`config.mk`:
```
export PLATFORM = sky130hd
export DESIGN_NAME = dmem_waitstate_flat
export DESIGN_NICKNAME = d
export VERILOG_FILES = /design/src/rtl/dmem_pkg.sv /design/src/rtl/dmem_waitstate_if.sv /design/src/rtl/dmem_lane_align.sv /design/src/rtl/dmem_waitstate.sv /design/src/flat_wrapper.sv
export SDC_FILE = /design/constraint.sdc
export NUM_CORES = 2
export LEC_CHECK = 0
export BUFFER_PORTS_ARGS = -buffer_cell sky130_fd_sc_hd__clkbuf_2
export CORE_AREA = 2 2 539 541
export DETAILED_ROUTE_END_ITERATION = 8
export DIE_AREA = 0 0 541 543
export HOLD_SLACK_MARGIN = 0.15
export SLEW_MARGIN = 20
export SYNTH_ARGS = -nofsm -noshare
export SYNTH_HDL_FRONTEND = slang
export SYNTH_HIERARCHICAL = 1
export SYNTH_SLANG_ARGS = --single-unit
```
`constraint.sdc`:
```
create_clock -name clk -period 5.2 [get_ports clk]
set_input_delay 0.78 -clock clk [delete_from_list [all_inputs] [get_ports clk]]
set_output_delay 0.78 -clock clk [all_outputs]
set_load 0.1 [all_outputs]
```
`src/rtl/dmem_pkg.sv`:
```
// Shared encodings and types for the wait-stated scratch data memory.
package dmem_pkg;

   localparam int CNT_W = 4;

   localparam logic [1:0] SZ_BYTE = 2'b00;
   localparam logic [1:0] SZ_HALF = 2'b01;
   localparam logic [1:0] SZ_WORD = 2'b10;

   typedef enum logic [2:0] {
      S_CLEAR  = 3'd0,
      S_IDLE   = 3'd1,
      S_WAIT   = 3'd2,
      S_ACCESS = 3'd3,
      S_RESP   = 3'd4
   } state_e;

   // Request fields captured on acceptance; live inputs are ignored afterwards.
   typedef struct packed {
      logic        we;
      logic [1:0]  size;
      logic        sign_ext;
      logic [31:0] adr;
      logic [31:0] wdata;
   } acc_t;

endpackage

```
`src/rtl/dmem_waitstate_if.sv`:
```
// Request/response bus between the MEM stage and the scratch data memory.
interface dmem_waitstate_if;
   logic        req;
   logic        we;
   logic [1:0]  size;
   logic        sign_ext;
   logic [31:0] adr;
   logic [31:0] wdata;
   logic [31:0] rdata;
   logic        ready;
   logic        err;
   logic        busy;

   modport master (
      output req, we, size, sign_ext, adr, wdata,
      input  rdata, ready, err, busy
   );

   modport slave (
      input  req, we, size, sign_ext, adr, wdata,
      output rdata, ready, err, busy
   );
endinterface

```
`src/rtl/dmem_lane_align.sv`:
```
// Big-endian byte-lane steering: store enables/data placement and load extract/extend.
module dmem_lane_align
   import dmem_pkg::*;
(
   input  logic [1:0]  size,
   input  logic [1:0]  off,
   input  logic        sign_ext,
   input  logic [31:0] wdata,
   input  logic [31:0] rword,
   output logic [3:0]  be,
   output logic [31:0] wword,
   output logic [31:0] ldata
);

   logic [7:0]  ld_b;
   logic [15:0] ld_h;

   // Lane 3 holds byte offset 0, so enables shift down as the offset grows.
   always_comb begin
      be    = 4'b0000;
      wword = 32'h0;
      case (size)
         SZ_BYTE: begin
            be    = 4'b1000 >> off;
            wword = {4{wdata[7:0]}};
         end
         SZ_HALF: begin
            be    = off[1] ? 4'b0011 : 4'b1100;
            wword = {2{wdata[15:0]}};
         end
         SZ_WORD: begin
            be    = 4'b1111;
            wword = wdata;
         end
         default: ;
      endcase
   end

   always_comb begin
      case (off)
         2'd0:    ld_b = rword[31:24];
         2'd1:    ld_b = rword[23:16];
         2'd2:    ld_b = rword[15:8];
         default: ld_b = rword[7:0];
      endcase
      ld_h = off[1] ? rword[15:0] : rword[31:16];
      case (size)
         SZ_BYTE: ldata = {{24{sign_ext & ld_b[7]}}, ld_b};
         SZ_HALF: ldata = {{16{sign_ext & ld_h[15]}}, ld_h};
         default: ldata = rword;
      endcase
   end

endmodule

```
`src/rtl/dmem_waitstate.sv`:
```
// Wait-stated, self-clearing big-endian scratch RAM with req/ready handshake.
module dmem_waitstate
   import dmem_pkg::*;
#(
   parameter int DEPTH_BYTES = 256,
   parameter int BASE_ADDR   = 1024,
   parameter int WAIT_STATES = 2
) (
   input logic             clk,
   input logic             rst,
   dmem_waitstate_if.slave bus
);

   localparam int WORDS = DEPTH_BYTES / 4;
   localparam int AW    = $clog2(WORDS);

   localparam logic [2:0] ST_CLEAR  = S_CLEAR;
   localparam logic [2:0] ST_IDLE   = S_IDLE;
   localparam logic [2:0] ST_WAIT   = S_WAIT;
   localparam logic [2:0] ST_ACCESS = S_ACCESS;
   localparam logic [2:0] ST_RESP   = S_RESP;

   logic [2:0]       state;
   logic [AW-1:0]    clr_idx;
   logic [CNT_W-1:0] cnt;
   acc_t             lat;
   logic [31:0]      mem [WORDS];

   logic [31:0]      off;
   logic [AW-1:0]    idx;
   logic             fault;
   logic [3:0]       be;
   logic [31:0]      wword;
   logic [31:0]      ldata;
   logic [31:0]      rword;

   assign off   = lat.adr - 32'(BASE_ADDR);
   assign idx   = off[AW+1:2];
   assign rword = mem[idx];

   // Offset is unsigned, so addresses below the base wrap high and fail the range test.
   always_comb begin
      fault = (off >= 32'(DEPTH_BYTES));
      case (lat.size)
         SZ_HALF: fault = fault | off[0];
         SZ_WORD: fault = fault | (off[1:0] != 2'b00);
         SZ_BYTE: ;
         default: fault = 1'b1;
      endcase
   end

   dmem_lane_align u_align (
      .size     (lat.size),
      .off      (off[1:0]),
      .sign_ext (lat.sign_ext),
      .wdata    (lat.wdata),
      .rword    (rword),
      .be       (be),
      .wword    (wword),
      .ldata    (ldata)
   );

   always_ff @(posedge clk or posedge rst) begin
      if (rst) begin
         state     <= ST_CLEAR;
         clr_idx   <= '0;
         cnt       <= '0;
         lat       <= '0;
         bus.ready <= 1'b0;
         bus.err   <= 1'b0;
         bus.rdata <= 32'h0;
         bus.busy  <= 1'b1;
      end else begin
         bus.ready <= 1'b0;
         bus.err   <= 1'b0;
         case (state)
            ST_CLEAR: begin
               clr_idx <= clr_idx + 1'b1;
               if (clr_idx == AW'(WORDS - 1)) begin
                  state    <= ST_IDLE;
                  bus.busy <= 1'b0;
               end
            end
            ST_IDLE: begin
               if (bus.req) begin
                  lat.we       <= bus.we;
                  lat.size     <= bus.size;
                  lat.sign_ext <= bus.sign_ext;
                  lat.adr      <= bus.adr;
                  lat.wdata    <= bus.wdata;
                  cnt          <= CNT_W'(WAIT_STATES);
                  state        <= (WAIT_STATES > 0) ? ST_WAIT : ST_ACCESS;
               end
            end
            ST_WAIT: begin
               cnt <= cnt - 1'b1;
               if (cnt == CNT_W'(1)) state <= ST_ACCESS;
            end
            ST_ACCESS: begin
               bus.ready <= 1'b1;
               bus.err   <= fault;
               if (fault)        bus.rdata <= 32'h0;
               else if (!lat.we) bus.rdata <= ldata;
               state <= ST_RESP;
            end
            ST_RESP:  state <= ST_IDLE;
            default:  state <= ST_CLEAR;
         endcase
      end
   end

   // Storage is not reset; the CLEAR walk zeroes it instead.
   always_ff @(posedge clk) begin
      if (state == ST_CLEAR) begin
         mem[clr_idx] <= 32'h0;
      end else if (state == ST_ACCESS && lat.we && !fault) begin
         for (int i = 0; i < 4; i++)
            if (be[i]) mem[idx][8*i +: 8] <= wword[8*i +: 8];
      end
   end

endmodule

```
`src/flat_wrapper.sv`:
```
// flat-port wrapper written by rule: the top's interface ports become plain ports
module dmem_waitstate_flat import dmem_pkg::*;
#(
   parameter int DEPTH_BYTES = 256,
   parameter int BASE_ADDR   = 1024,
   parameter int WAIT_STATES = 2
)
  (clk, rst, bus_req, bus_we, bus_size, bus_sign_ext, bus_adr, bus_wdata, bus_rdata, bus_ready, bus_err, bus_busy);
  dmem_waitstate_if bus_i ();
  input logic clk;
  input logic rst;
  input wire logic [$bits(bus_i.req)-1:0] bus_req;
  input wire logic [$bits(bus_i.we)-1:0] bus_we;
  input wire logic [$bits(bus_i.size)-1:0] bus_size;
  input wire logic [$bits(bus_i.sign_ext)-1:0] bus_sign_ext;
  input wire logic [$bits(bus_i.adr)-1:0] bus_adr;
  input wire logic [$bits(bus_i.wdata)-1:0] bus_wdata;
  output wire logic [$bits(bus_i.rdata)-1:0] bus_rdata;
  output wire logic [$bits(bus_i.ready)-1:0] bus_ready;
  output wire logic [$bits(bus_i.err)-1:0] bus_err;
  output wire logic [$bits(bus_i.busy)-1:0] bus_busy;
  assign bus_i.req = bus_req;
  assign bus_i.we = bus_we;
  assign bus_i.size = bus_size;
  assign bus_i.sign_ext = bus_sign_ext;
  assign bus_i.adr = bus_adr;
  assign bus_i.wdata = bus_wdata;
  assign bus_rdata = bus_i.rdata;
  assign bus_ready = bus_i.ready;
  assign bus_err = bus_i.err;
  assign bus_busy = bus_i.busy;
  dmem_waitstate #(.DEPTH_BYTES(DEPTH_BYTES), .BASE_ADDR(BASE_ADDR), .WAIT_STATES(WAIT_STATES)) u_core (.clk(clk), .rst(rst), .bus(bus_i));
endmodule
```
==> metrics <==
status=completed; synthesized net count=4187; CTS Buf Count=214; Slew @ Worst Pin=1.17 ns; area of the die=between 200000 and 300000 um2; Synth Area per Inst=approximately 21 um2; Primary FF master, synth=edfxtp_1; Core ar.=287000 um2; RSZ-0062 raised after global routing=no; Setup Skew=between 0.04 and 0.05 ns; Final period util=90.7%; area post-placement=93200 um2; M1 WL=100000 um; uppermost routed layer=met5; top cells by area, synth=edfxtp_1 71%, mux4_2 17%, dfrtp_1 3.3%, a21oi_1 1.1%, mux2_2 0.89%; I/O pin cnt=approximately 110; warnings from Yosys=6; worst vdd ir=0.348 mV; initial core utilization=30.0%; Clock Tree Root=clkbuf_16; Vias/cell=5.25; Final Util=about a third; register area share after synthesis=74.8%; Die Ht=543 um; Layout Nets=4652; Bufs on Longest Clock Path=3; Residual DRC=0; Startpoint Class=flip-flop; final wirelength=242000 um; Core Rows=197; final setup vio count=0; area grow syn2layout=16.8%; Max Fclk=212 MHz; Worst Setup End Kind=flip-flop; drt first pass iters=8; via count=~45000; Max Fanout on Critical Path=28; clk_lat worst skew=0.86 ns; Final Hold Fails=0; mapped cell area=86100 um2; total negative slack=0 ns; DR WL met3=23000 um; # clock sinks=2164; die width=541 um; GR Util All Layers=16.3%; Pleak=0.0295 uW; first-pass GRT wire length=344000 um; vias in the first global route=44800; P per Cell Area=515 nW/um2; fin area=101000 um2; Post-synth EDFFs=2048; post-layout total power=about 52000 uW; WP data required=approximately 5.7 ns; CTS tree=yes; # H-tree levels=4; initial antenna violation count=10; grt total ovfl=0; fillers=around 27000; clock slew at the register clock pins of the worst setup and hold paths=approximately 0.060 ns; Cell variety after synth=66; DR WL met2=roughly 110000 um; flops & latches, synth=2164; Critical Path AT=5.25 ns; Detail Route Antenna Nets=0; Post-CTS Setup Inserts=0; top cell type's share of synthesized area=71.4%; DP HPWL=between 150000 and 200000 um; count leader, synth=edfxtp_1; post-layout min period=4.72 ns; relative slew slack=between 10% and 20%; Hold WC Path Type=in -> reg; number of I/O port buffers=105; average routed wire per standard cell=28.4 um; RD Place Congestion=approximately 0.99; Critical Setup Path Class=reg -> reg; # Max-Cap Violations=0; Synth async-reset ratio=5.36%; Initial DRC Count=6140; Synth area leader=edfxtp_1; Syn Inst Count=4110; Synth top cells by count=2048 x edfxtp_1, 640 x mux4_2, 196 x a21oi_1; layout cell share with drive strength beyond 1=32.4%; largest net degree at the start of global routing=85; pins over their slew limit=0
==> layout by cell type, fill, tap and decap left out, types with 5 or more instances in the layout <==
| cell | n |
|---|---|
| or3_1 | 10 |
| clkinvlp_4 | 7 |
| nor3_1 | 7 |
| nand3_1 | 70 |
| clkbuf_2 | 105 |
| buf_4 | 338 |
| inv_1 | 10 |
| o21ai_0 | 29 |
| mux2i_1 | 23 |
| nor4_1 | 10 |
| nand4_1 | 29 |
| dfrtp_1 | 110 |
| clkinv_2 | 37 |
| a21o_1 | 9 |
| a31oi_4 | 5 |
| diode_2 | 5 |
| nor2_1 | 164 |
| and2_1 | 15 |
| ha_1 | 6 |
| a22oi_1 | 77 |
| nand3b_1 | 14 |
| clkinv_1 | 51 |
| and2_2 | 31 |
| dlygate4sd3_1 | 62 |
| edfxtp_1 | 2048 |
| mux2_2 | 68 |
| nand2_1 | 152 |
| inv_6 | 7 |
| nor2b_1 | 18 |
| clkbuf_16 | 215 |
| buf_12 | 13 |
| nor3b_1 | 6 |
| a21oi_1 | 193 |
| bufinv_16 | 13 |
| a2111oi_0 | 5 |
| o221a_2 | 7 |
| clkbuf_1 | 49 |
| mux4_2 | 640 |
==> through the flow <==
| step | cells | setup slack [ns] | hold slack (ns) |
|---|---|---|---|
| 5_1_grt | 8534 | 0.428 | 0.179 |
| 3_5_place_dp | 8077 | 0.718 | 0.498 |
| 4_1_cts | 8532 | 0.708 | 0.160 |
| 2_1_floorplan | 4110 | 1.35 | 0.474 |
| 3_3_place_gp | 8076 | 0.764 | 0.503 |
| 6_report | 8538 | 0.485 | 0.213 |
==> sequential cells by signal (all words and copies together), names as in the netlist <==
register	count
u_core/bus.busy	1
u_core/state	3
u_core/clr_idx	6
u_core/cnt	4
u_core/bus.rdata	32
u_core/bus.err	1
u_core/lat	68
u_core/mem	2048
u_core/bus.ready	1
==> where the power goes <==
| group | total, uW | internal [uW] | switching, uW |
|---|---|---|---|
| clock network | 14900 | 8270 | 6580 |
| logic | 15400 | 5870 | 9530 |
| registers | 21500 | 20600 | 951 |
==> cell families (layout without fill, tap and decap cells) <==
group | count (synthesis) | count (layout) | synth area share (%)
other | 0 | 5 | 0
DFF | 2164 | 2164 | 74.8
and+or+nand+nor | 570 | 570 | 3.20
adders and majority gates | 6 | 6 | 0.0872
AOI/OAI and AO/OA | 351 | 351 | 2.60
xor gates and xnor gates | 6 | 6 | 0.0610
buffers and inverters | 281 | 923 | 1.34
muxes | 732 | 732 | 17.9
==> metal layers <==
| metal | vias up | GRT usage, % |
|---|---|---|
| met5 | - | 0 |
| met1 | 24100 | 22.5 |
| met2 | 2224 | 25.2 |
| li1 | 18100 | - |
| met4 | 4 | 5.06 |
| met3 | 399 | 4.04 |
==> final timing paths <==
| check | from | slack [ns] | end | cells past startpoint |
|---|---|---|---|---|
| max in group asynchronous | rst | 3.32 | u_core/lat[34] | 4 |
| min in group asynchronous | rst | 0.63 | u_core/lat[54] | 3 |
| min | bus_adr[16] | 0.21 | u_core/lat[48] | 2 |
| max reg2reg | u_core/lat[43] | 0.48 | u_core/mem[25][1] | 9 |
| min reg2reg | u_core/lat[16] | 0.52 | u_core/lat[16] | 1 |
| max | u_core/lat[43] | 0.48 | u_core/mem[25][1] | 9 |
==> worst max-delay path, cell delays in order (launching register included) <==
cell	delay, ns
dfrtp_1	0.48
nor3b_1	0.72
and4_1	0.48
a31oi_4	0.24
nor3_4	0.26
buf_4	0.32
buf_4	0.37
nand4_1	0.71
a21oi_1	0.53
buf_4	0.27
==> what timing repair did <==
item / CTS / global route
hold buffers: 62 / 0
gates resized for setup: 0 / 0
endpoints found under the hold margin: 142 / 0
==> final cells by class <==
type	instances	area [um2]	area share, %
flip-flops and latches	2164	64400	64.1
multi-input cells	1665	20700	20.6
clock buffers	265	5580	5.55
well taps	3781	4730	4.70
repair buffers	519	3950	3.93
clock inverters	128	1120	1.11
inverters	11	46.3	0.0460
diodes	5	12.5	0.0124
Note: power is estimated with default switching activity, not from simulation.
